## src/rtl/turn_scheduler.sv

```systemverilog
// Battleship turn controller: alternates the fire resource between two players,
// sequences the shared turn timer, tallies hits and declares a winner.
module turn_scheduler #(
    parameter int TURN_TICKS = 15,
    parameter int WIN_HITS   = 17
) (
    input  logic       clk,
    input  logic       rst,
    input  logic       start,
    input  logic       tick,
    input  logic       fire_p0,
    input  logic       fire_p1,
    input  logic       hit_valid,
    input  logic       hit,
    input  logic [3:0] cnt_val,
    output logic       cnt_clr,
    output logic       cnt_en,
    output logic       player,
    output logic       fire_grant,
    output logic       timeout,
    output logic [4:0] score0,
    output logic [4:0] score1,
    output logic       game_over,
    output logic       winner
);

    typedef enum logic [2:0] {IDLE, TURN, RESOLVE, SWAP, DONE} state_t;

    localparam logic [3:0] TICKS_LIM = 4'(TURN_TICKS);
    localparam logic [4:0] WIN_LIM   = 5'(WIN_HITS);

    state_t          state, state_n;
    logic            player_n, clr_n, grant_n, tout_n, winner_n;
    logic [1:0][4:0] score, score_n;
    logic            fire_act;
    logic [4:0]      score_inc;

    assign fire_act  = player ? fire_p1 : fire_p0;
    assign score_inc = score[player] + 5'd1;
    // Timer freezes outside TURN and on the clear cycle itself.
    assign cnt_en    = (state == TURN) & tick & ~cnt_clr;
    assign score0    = score[0];
    assign score1    = score[1];
    assign game_over = (state == DONE);

    always_comb begin
        state_n  = state;
        player_n = player;
        score_n  = score;
        clr_n    = 1'b0;
        grant_n  = 1'b0;
        tout_n   = 1'b0;
        winner_n = winner;
        case (state)
            IDLE, DONE: begin
                if (start) begin
                    state_n  = TURN;
                    player_n = 1'b0;
                    score_n  = '0;
                    clr_n    = 1'b1;
                end
            end
            TURN: begin
                // Counter value is stale during the clear cycle, so skip it.
                if (!cnt_clr) begin
                    if (fire_act) begin
                        grant_n = 1'b1;
                        state_n = RESOLVE;
                    end else if (cnt_val >= TICKS_LIM) begin
                        tout_n  = 1'b1;
                        state_n = SWAP;
                    end
                end
            end
            RESOLVE: begin
                if (hit_valid) begin
                    state_n = SWAP;
                    if (hit) begin
                        score_n[player] = score_inc;
                        if (score_inc == WIN_LIM) begin
                            state_n  = DONE;
                            winner_n = player;
                        end
                    end
                end
            end
            SWAP: begin
                player_n = ~player;
                clr_n    = 1'b1;
                state_n  = TURN;
            end
            default: state_n = IDLE;
        endcase
    end

    always_ff @(posedge clk or posedge rst) begin
        if (rst) begin
            state      <= IDLE;
            player     <= 1'b0;
            score      <= '0;
            cnt_clr    <= 1'b0;
            fire_grant <= 1'b0;
            timeout    <= 1'b0;
            winner     <= 1'b0;
        end else begin
            state      <= state_n;
            player     <= player_n;
            score      <= score_n;
            cnt_clr    <= clr_n;
            fire_grant <= grant_n;
            timeout    <= tout_n;
            winner     <= winner_n;
        end
    end

endmodule

```

## config.mk

```make
export PLATFORM = sky130hd
export DESIGN_NAME = turn_scheduler
export DESIGN_NICKNAME = d
export VERILOG_FILES = /design/src/rtl/turn_scheduler.sv
export SDC_FILE = /design/constraint.sdc
export NUM_CORES = 1
export LEC_CHECK = 0
export BUFFER_PORTS_ARGS = -buffer_cell sky130_fd_sc_hd__buf_4
export CAP_MARGIN = 20
export CORE_AREA = 2 2 42 59
export CTS_CLUSTER_DIAMETER = 120
export DETAILED_ROUTE_END_ITERATION = 8
export DIE_AREA = 0 0 44 61
export PLACE_DENSITY = 0.8
export REMOVE_ABC_BUFFERS = 1
export SKIP_LAST_GASP = 1
export SYNTH_ARGS = -nofsm -noshare
export SYNTH_HDL_FRONTEND = slang
export SYNTH_SLANG_ARGS = --single-unit
```

## constraint.sdc

```tcl
create_clock -name clk -period 6.9 [get_ports clk]
set_clock_uncertainty 0.15 [all_clocks]
set_input_delay 1.38 -clock clk [delete_from_list [all_inputs] [get_ports clk]]
set_output_delay 1.38 -clock clk [all_outputs]
set_load 0.02 [all_outputs]
```

=== Yosys cells after proc, flatten, opt, wreduce, memory -nomap -nowiden ===
Cells that the tools add are included.

* Equality and inequality tests: 10
* Reductions and logical operators: 9
* Add/subtract/negate cells: 1
* Bitwise logic cells: 4
* Mux-type cells: 29
* $lt $le $gt $ge: 3

{| class="wikitable"
|+ Operators with widths
! operator !! number
|-
| 10-bit 2-to-1 mux || 3
|-
| 3-bit 2-to-1 mux || 7
|-
| 10-bit one-hot mux with 2 select lines || 1
|-
| 5-bit 2-to-1 mux || 3
|-
| 3-bit one-hot mux with 4 select lines || 1
|-
| 4-bit AND reduction || 3
|-
| 10-bit bitwise mux || 1
|-
| 1-bit 2-to-1 mux || 10
|-
| 2-bit != test (second input constant) || 4
|-
| 3-bit by 2-bit equality test with 1-bit output (second input constant) || 2
|-
| 5-bit by 1-bit adder with 5-bit output (second input constant) || 1
|-
| 5-bit demux with 1-bit select || 1
|-
| 5-bit equality test (second input constant) || 1
|-
| 4-bit greater-or-equal comparator (second input constant) || 1
|-
| 1-bit one-hot mux with 2 select lines || 2
|-
| 2-bit nonzero test || 2
|-
| 3-bit by 1-bit equality test with 1-bit output (second input constant) || 1
|-
| 3-bit equality test (second input constant) || 1
|-
| 3-bit zero test || 1
|-
| 3-bit by 2-bit != test with 1-bit output (second input constant) || 1
|-
| 1-bit AND || 2
|-
| 1-bit by 2-bit < comparator with 1-bit output (second input constant) || 1
|-
| 1-bit inverter || 2
|-
| 2-bit AND reduction || 1
|-
| 3 further kinds || 3
|}

* Register bits after elaboration: 18

=== Depth between registers and ports, before layout ===
Gate-level depths: netlist of the first run.

* Word-level depth: 8
* Gate-level depth with buffers: 10

=== Least setup slack after synthesis of the first run ===
No wires, ideal clock.

* Path kind: in2out
* Start point: input port tick
* End point: output port cnt_en
* Setup slack: 3,676 ps
* Stages on the path: 2
* Data arrival time: 1,694 ps
* Buffers on the path: 0
* Path through: inv_1 > nor2_1

* Cells in the longest elaborated chain, start to end: 2

{| class="wikitable"
|+ Ends and longest elaborated chain
! element !! RTL line !! source
|-
| from (decl) || 10 || <nowiki>input logic tick,</nowiki>
|-
| 1-bit AND (2 in a row) || 41 || <nowiki>assign cnt_en = (state == TURN) & tick & ~cnt_clr;</nowiki>
|-
| to (decl) || 17 || <nowiki>output logic cnt_en,</nowiki>
|}

Every way passes these cells.

=== Worst setup path in the final report of the first run ===
Ends and elaborated chain as after synthesis.

==> impl_metrics.ini, run 1 <==
[synth]
ys_types = 44
synth_top_area_share_pct = 39.2
yosysTopAreaCell = dfrtp_1
ys_ff_latch = 18
avgSynthCellArea_um2 = 9.20
yosysWarnings = 0
synth_area_leaders = dfrtp_1 39%, nand2_1 4.2%, nor2_1 4.2%
netlist_area_um2 = 1150
syn_inst = 125
seq_area_frac_synth_pct = 39.2

[hold_path]
min_from = score1[4]$_DFFE_PP0P_
hold_class = flip-flop to flip-flop

[floorplan]
start_util_pct = 53.4
die_area_um2 = 2680
rows = 20
die_h_um = 61
die_x_um = 44
io_pins = 29
core_area_um2 = 2150

[global_routing]
grt_pass1_wl_mm = 4.41
overflow = 0
grt_max_degree = 27
grt_pass1_vias = 1040
antenna_found_initial = 0
track_usage_pct = 22.9

[detailed_routing]
firstDrtPassIters = 5
ant_nets = 0
num_vias = 1066
avgRoutedWirePerCell_um = 15.7
route.detailed.drc = 0
routed_via_density = 6.16
routed_wl_mm = 2.71
dr.first_iter.drc_count = 25

[clocking]
clk_latency_ps = 300
root_buffer = clkbuf_4
cts_tree = done
cts-buffers-inserted = 3
cts_buffer_depth = 2
cts_sinks = 18
cts-resized-gates = 0
worst_setup_hold_path_clk_slew_ps = 90
hold_buffers = 0
h-tree-depth = 1
post_cts_buffers = 0

[timing]
period_share_pct = 47.0
setup_tns_ps = 0
relSlewSlack_pct = 37.4
layout_setup_ws_ps = 3660
fin_crit_ps = 3240
max_freq_mhz = 308
tightestPinTransition_ps = 939
final_hold_viol_count = 0
final-max-slew-violation-count = 0
rsz0062_at_grt = false
setup_viol = 0

[power]
power.total_uw = 457
powerDensity_nw_per_um2 = 333
total_leakage_power_uw = 0.000652
ir_worst_vdd_mv = 0.163

[run_status]
status = finished, final reports clean

[setup_path]
slowest_stage = buf_4
required_ps = 5370
cp_slowest_stage_delay_ps = 140
critPathKind = primary input to primary output
reg2reg_from = player$_DFFE_PP0P_
end_kind = primary output
crit_start = tick
critPathBufInv = 3
crit_path_max_fanout = 1
arrival_ps = 1710
start_kind = primary input
critPathMostFrequentCell = buf_4
crit_family = buffers and inverters
crit_chain = buf_4 > inv_1 > nor2_1 > buf_4

[layout]
stdcell_count = 173
area_growth_pct = 19.4
layout.nets = 167
layout-drive-gt1-share_pct = 26.5
postLayoutCoreUtil_pct = 63.8
antenna_cells = 0
final_cell_mix = 28 x buf_4, 18 x dfrtp_1, 13 x nand2_1, 13 x nor2_1, 7 x o21ai_0
final_common_cell = buf_4

[placed_design]
detailed_place_hpwl_mm = 2.04
numPortBuffers = 28
post-place-ws_ps = 3650
dp_cells = 170
place_congestion = 0.814

[run]
maxCapViolCount = 0
==> report_power, final <==
part | switching, µW | leakage, µW | internal [µW]
registers | 50.2 | 0.000243 | 131
logic | 124 | 0.000395 | 99.9
clock network | 32.3 | 0.0000138 | 20.4
==> per-stage QoR <==
step                      instance area, µm²  hold slack (ps)
after CTS                               1370              365
after floorplan                         1110              449
after detailed placement                1350              344
after global routing                    1370              402
after global placement                  1350              348
final                                   1370              359
==> cell type report <==
cell class              instances  area (µm²)
clock buffers                   3        22.5
fillers                       199         779
inverters                       5        18.8
multi-input cells              97         643
flip-flops and latches         18         450
well taps                      22        27.5
repair buffers                 28         210
==> state kept, by name (all words and copies together) (netlist names) <==
name        cells
cnt_clr         1
score0          5
winner          1
score1          5
state           3
fire_grant      1
timeout         1
player          1
==> cell usage after synthesis (all sizes together) <==
| master | instances |
|---|---|
| nor2 | 13 |
| nand4b | 3 |
| o32a | 1 |
| and3 | 1 |
| buf | 3 |
| a32o | 1 |
| and3b | 1 |
| a21o | 3 |
| nor4 | 1 |
| o41ai | 1 |
| nor3 | 4 |
| o31ai | 4 |
| mux2i | 5 |
| dfrtp | 18 |
| nand3b | 2 |
| o21a | 1 |
| or3 | 1 |
| ha | 2 |
| clkbuf | 2 |
| a31oi | 1 |
| and2 | 3 |
| or3b | 1 |
| nand2b | 6 |
| nand4 | 2 |
| nand3 | 1 |
| a211oi | 1 |
| mux2 | 4 |
| o21ai | 9 |
| nor2b | 1 |
| a21oi | 6 |
| o22a | 1 |
| a22o | 1 |
| inv | 5 |
| xnor2 | 1 |
| xor2 | 1 |
| o32ai | 1 |
| nand2 | 13 |
==> routing by layer <==
layer  GRT usage, %  vias up  wire length [µm]  part of all wire [%]
met2           41.0       36              1440                    53
met3           4.17        6               151                   5.6
met1           24.8      516              1060                    39
met4           13.4        0                52                   1.9
li1               -      508                 -                     -
met5              0        -                 0                     0
==> path summary, 6_finish.rpt <==
kind | cells after the start | slack (ps) | end
min | 1 | 360 | score1[4]$_DFFE_PP0P_
max in group asynchronous | 2 | 5170 | score0[4]$_DFFE_PP0P_
max | 4 | 3660 | cnt_en
min in group asynchronous | 2 | 1010 | state[1]$_DFFE_PP0P_
min reg2reg | 1 | 360 | score1[4]$_DFFE_PP0P_
max reg2reg | 7 | 4020 | winner$_DFFE_PP0P_
==> cell families (layout without fill, tap and decap cells) <==
family	count (synthesis)	after routing	share of synthesized area [%]
and+or+nand+nor	53	53	24.9
muxes	9	9	9.25
adders and majority gates	2	2	2.18
DFF	18	18	39.2
buffers and inverters	10	36	4.90
xor gates and xnor gates	2	2	1.52
AOI/OAI and AO/OA	31	31	18.1
No activity file was read; power rests on OpenSTA's default activity.
==> run 2, diff against run 1 <==
CORE_AREA = 2 2 45 64   (was 2 2 42 59)
DIE_AREA = 0 0 47 66   (was 0 0 44 61)
PLACE_DENSITY = 0.73   (was 0.8)
clock period = 2.68 ns   (was 6.9 ns; I/O delays follow)
==> run 2 against run 1 <==
Against the previous run:
- critical path type is now flip-flop to primary output
- largest cell class unchanged
- highest routed layer unchanged
- die area is 16% higher
- cell count is 9.2% higher
- flip-flop and latch count stayed put
==> impl_metrics.ini, run 2 (synthesis results as in run 1) <==
[layout]
layout.nets = 168
final_common_cell = buf_4
layout-drive-gt1-share_pct = 27.5
postLayoutCoreUtil_pct = 55.7
area_growth_pct = 22.7
final_cell_mix = 29 x buf_4, 18 x dfrtp_1, 13 x nand2_1, 13 x nor2_1, 7 x o21ai_0
antenna_cells = 0

[floorplan]
die_x_um = 47
core_area_um2 = 2530
io_pins = 29
start_util_pct = 45.4
rows = 22
die_h_um = 66
die_area_um2 = 3100

[setup_path]
start_kind = flip-flop
reg2reg_setup_slack_ps = 420
arrival_ps = 1640
required_ps = 1990
end_kind = primary output
crit_chain = nand2b_1 > or3_1 > nor2_1 > buf_4
slowest_stage = dfrtp_1
crit_path_max_fanout = 11
cp_slowest_stage_delay_ps = 540
critPathKind = flip-flop to primary output

[detailed_routing]
firstDrtPassIters = 4
routed_via_density = 5.55
dr.first_iter.drc_count = 18
route.detailed.drc = 0
routed_wl_mm = 2.74
avgRoutedWirePerCell_um = 14.5
ant_nets = 0
num_vias = 1049

[hold_path]
hold_class = primary input to async pin

[run]
maxCapViolCount = 0

[timing]
final-max-slew-violation-count = 0
holdWs_ps = 175
tightestPinTransition_ps = 666
fin_crit_ps = 2330
setup_tns_ps = 0
max_freq_mhz = 430
setup_viol = 0
period_share_pct = 86.8
final_hold_viol_count = 0
rsz0062_at_grt = false
relSlewSlack_pct = 55.5

[clocking]
h-tree-depth = 1
worst_setup_hold_path_clk_slew_ps = 110
cts_buffer_depth = 2
cts_tree = done
hold_buffers = 0
clk_latency_ps = 300
root_buffer = clkbuf_4
post_cts_buffers = 0
cts-resized-gates = 0
cts_sinks = 18
cts-buffers-inserted = 3

[placed_design]
numPortBuffers = 28
place_congestion = 0.877
detailed_place_hpwl_mm = 2.16

[power]
power.total_uw = 1210
total_leakage_power_uw = 0.000664
ir_worst_vdd_mv = 0.574
powerDensity_nw_per_um2 = 861

[global_routing]
antenna_found_initial = 0
grt_pass1_wl_mm = 4.40
track_usage_pct = 19.3
grt_max_degree = 23
overflow = 0
grt_pass1_vias = 1028

[run_status]
status = finished, final reports clean
[run 2: worst max-delay path, delay by kind of cell (launching register included)]
family	cells	cell delay [ps]
simple gates	3	660
flops	1	540
buf+inv	1	140
[run 2: final cells by class]
type / count / area (µm²)
clock buffer: 4 / 36.3
fill: 246 / 1120
inverter: 5 / 18.8
multi-input combinational: 97 / 643
sequential: 18 / 450
tap: 36 / 45.0
timing repair buffer: 29 / 218
[run 2: metal layers]
| layer | up-vias | global-route usage, % | wire length, µm |
|---|---|---|---|
| met5 | - | 0 | 0 |
| met4 | 0 | 5.90 | 41 |
| li1 | 509 | - | - |
| met1 | 496 | 22.8 | 1120 |
| met3 | 5 | 1.91 | 150 |
| met2 | 39 | 34.9 | 1420 |
[run 2: worst paths after layout]
kind	from	to	cells past startpoint
setup / recovery	state[0]$_DFFE_PP0P_	cnt_en	4
hold / removal	rst	score0[4]$_DFFE_PP0P_	2
setup reg to reg	player$_DFFE_PP0P_	winner$_DFFE_PP0P_	7
hold reg to reg	score1[4]$_DFFE_PP0P_	score1[4]$_DFFE_PP0P_	1
max in group asynchronous	rst	state[2]$_DFFE_PP0P_	2
min in group clk	start	cnt_clr$_DFF_PP0_	3
[run 2: power by group]
group / internal, µW / total (µW) / switching [µW]
Sequential: 338 / 437 / 99.0
Clock: 82.8 / 168 / 85.5
Combinational: 261 / 609 / 348
Total: 682 / 1210 / 532
[run 2: stage by stage]
step | cell area, µm² | worst slack (ps) | instances
6_report | 1410 | 353 | 189
5_1_grt | 1410 | 222 | 189
4_1_cts | 1410 | 341 | 189
3_5_place_dp | 1380 | 440 | 185
3_3_place_gp | 1380 | 519 | 185
2_1_floorplan | 1110 | 87.5 | 120
==> run 3, diff against run 2 <==
BUFFER_PORTS_ARGS = -buffer_cell sky130_fd_sc_hd__buf_2   (was -buffer_cell sky130_fd_sc_hd__buf_4)
CORE_AREA = 2 2 43 61   (was 2 2 45 64)
CTS_BUF_LIST = sky130_fd_sc_hd__clkbuf_8 sky130_fd_sc_hd__clkbuf_16   (was unset)
DIE_AREA = 0 0 45 63   (was 0 0 47 66)
PLACE_DENSITY = 0.76   (was 0.73)
clock period = 2.27 ns   (was 2.68 ns; I/O delays follow)
==> run 3 against run 2 <==
Against the previous run:
- flip-flop and latch count is the same
- total power grew 23%
- clock power grew 57%
- first-iteration DRC count grew 33%
- final area shrank 2.7%
- sequential share of layout area grew 1.1 points
- hold slack lost 30 ps
- setup slack lost 280 ps
- global-route usage grew 3.0 points
- core utilization grew 3.6 points
- count of clock-buffer cells in the layout is the same
- largest cell class unchanged
- highest routed layer unchanged
==> impl_metrics.ini, run 3 (synthesis results as in run 1) <==
[clocking]
clk_latency_ps = 260
cts_tree = done
hold_buffers = 0
cts_buffer_depth = 2
root_buffer = clkbuf_8
cts-buffers-inserted = 3
worst_setup_hold_path_clk_slew_ps = 70
cts_sinks = 18
h-tree-depth = 1

[detailed_routing]
route.detailed.drc = 0
firstDrtPassIters = 4
routed_wl_mm = 2.84
routed_via_density = 6.06
num_vias = 1078
dr.first_iter.drc_count = 24
avgRoutedWirePerCell_um = 15.9
ant_nets = 0

[run_status]
status = finished, final reports clean

[setup_path]
critPathKind = flip-flop to primary output
reg2reg_from = player$_DFFE_PP0P_
r2r_cells = 7
cp_slowest_stage_delay_ps = 460
r2r-end = winner$_DFFE_PP0P_
arrival_ps = 1590
reg2reg_setup_slack_ps = 120
crit_family = simple AND/OR/NAND/NOR gates
crit_path_max_fanout = 8
required_ps = 1670
crit_chain = nand2b_1 > or3_1 > nor2_1 > buf_2
end_kind = primary output
critPathBufInv = 1
slowest_stage = dfrtp_1
start_kind = flip-flop

[placed_design]
dp_cells = 173
detailed_place_hpwl_mm = 2.13
place_congestion = 0.894
dpl-instance-area_um2 = 1300
numPortBuffers = 28

[run]
maxCapViolCount = 0

[floorplan]
core_area_um2 = 2310
start_util_pct = 49.7
die_area_um2 = 2840
die_h_um = 63
die_x_um = 45
rows = 21
io_pins = 29

[global_routing]
grt_pass1_vias = 1077
antenna_found_initial = 0
grt-busiest-layer = met2
met3_usage_pct = 5.20
grt_pass1_wl_mm = 4.70
grt_use_met1_pct = 24.4
track_usage_pct = 22.3
use_met2_pct = 37.0
overflow = 0
grt_max_degree = 25

[power]
ir_worst_vdd_mv = 0.669
total_leakage_power_uw = 0.000670
powerDensity_nw_per_um2 = 1090

[layout]
fillers = 212
final_cell_mix = 28 x buf_2, 16 x dfrtp_1, 13 x nand2_1, 13 x nor2_1, 7 x o21ai_0
stdcell_count = 178
antenna_cells = 0
layout-drive-gt1-share_pct = 31.0
seq_area_um2 = 453
postLayoutCoreUtil_pct = 59.4
layout.nets = 170
final_area_um2 = 1370
multi_input_area_um2 = 651
area_growth_pct = 19.4
final_common_cell = buf_2

[timing]
final_hold_viol_count = 0
rsz0062_at_grt = false
setup_tns_ps = 0
setup_viol = 0
relSlewSlack_pct = 54.0
fin_crit_ps = 2200
final-max-slew-violation-count = 0
tightestPinTransition_ps = 689
max_freq_mhz = 455
period_share_pct = 96.8

[hold_path]
hold_class = primary input to async pin
==> run 3: cell count changes in the layout (fill, tap and decap cells not counted), sizes merged <==
cell / change
buf: +2
==> run 3: report_power, final <==
group / internal [µW] / switching [µW]
registers: 403 / 115
clock network: 154 / 109
logic: 288 / 420
total: 845 / 645
==> run 3: timing repair <==
item | 4_1_cts | 5_1_grt
endpoints found under the hold margin | 0 | 0
resized for setup | 0 | 5
buffers inserted | 0 | 1
setup endpoints to repair | 0 | 2
==> run 3: worst max-delay path by stage <==
stage,startpoint,slack [ps],to,cells after the start
2_1_floorplan,player$_DFFE_PP0P_,-320,winner$_DFFE_PP0P_,7
3_3_place_gp,player$_DFFE_PP0P_,220,winner$_DFFE_PP0P_,8
3_5_place_dp,player$_DFFE_PP0P_,110,winner$_DFFE_PP0P_,7
4_1_cts,state[0]$_DFFE_PP0P_,50,cnt_en,4
5_1_grt,state[2]$_DFFE_PP0P_,20,cnt_en,4
6_report,state[2]$_DFFE_PP0P_,70,cnt_en,4
==> run 3: layer usage <==
metal / vias to the layer above / wire (µm) / part of all wire (%)
li1: 509 / - / -
met1: 507 / 1090 / 38
met2: 47 / 1440 / 51
met3: 15 / 154 / 5.4
met4: 0 / 157 / 5.5
met5: - / 0 / 0
==> run 3: worst reg2reg max path, stage by stage (launching register included) <==
cell and delay, ps:
dfrtp_2 420, mux2i_2 240, inv_1 70, ha_1 230
xor2_1 210, nand4b_2 170, nor3_2 240, mux2_4 310
==> run 3: final cells by class <==
class | instances | share of cell area, %
tap | 23 | 2.10
timing repair buffer | 31 | 12.1
sequential | 18 | 33.0
multi-input combinational | 97 | 47.4
clock buffer | 4 | 4.01
inverter | 5 | 1.37
==> run 3: through the flow <==
stage | total power, µW | worst slack [ps] | hold WS (ps)
floorplan | 988 | -323 | 243
global placement | 1180 | 219 | 347
detailed placement | 1190 | 107 | 354
CTS | 1460 | 53.1 | 175
global route | 1600 | 16.5 | 218
finish | 1490 | 73.5 | 145
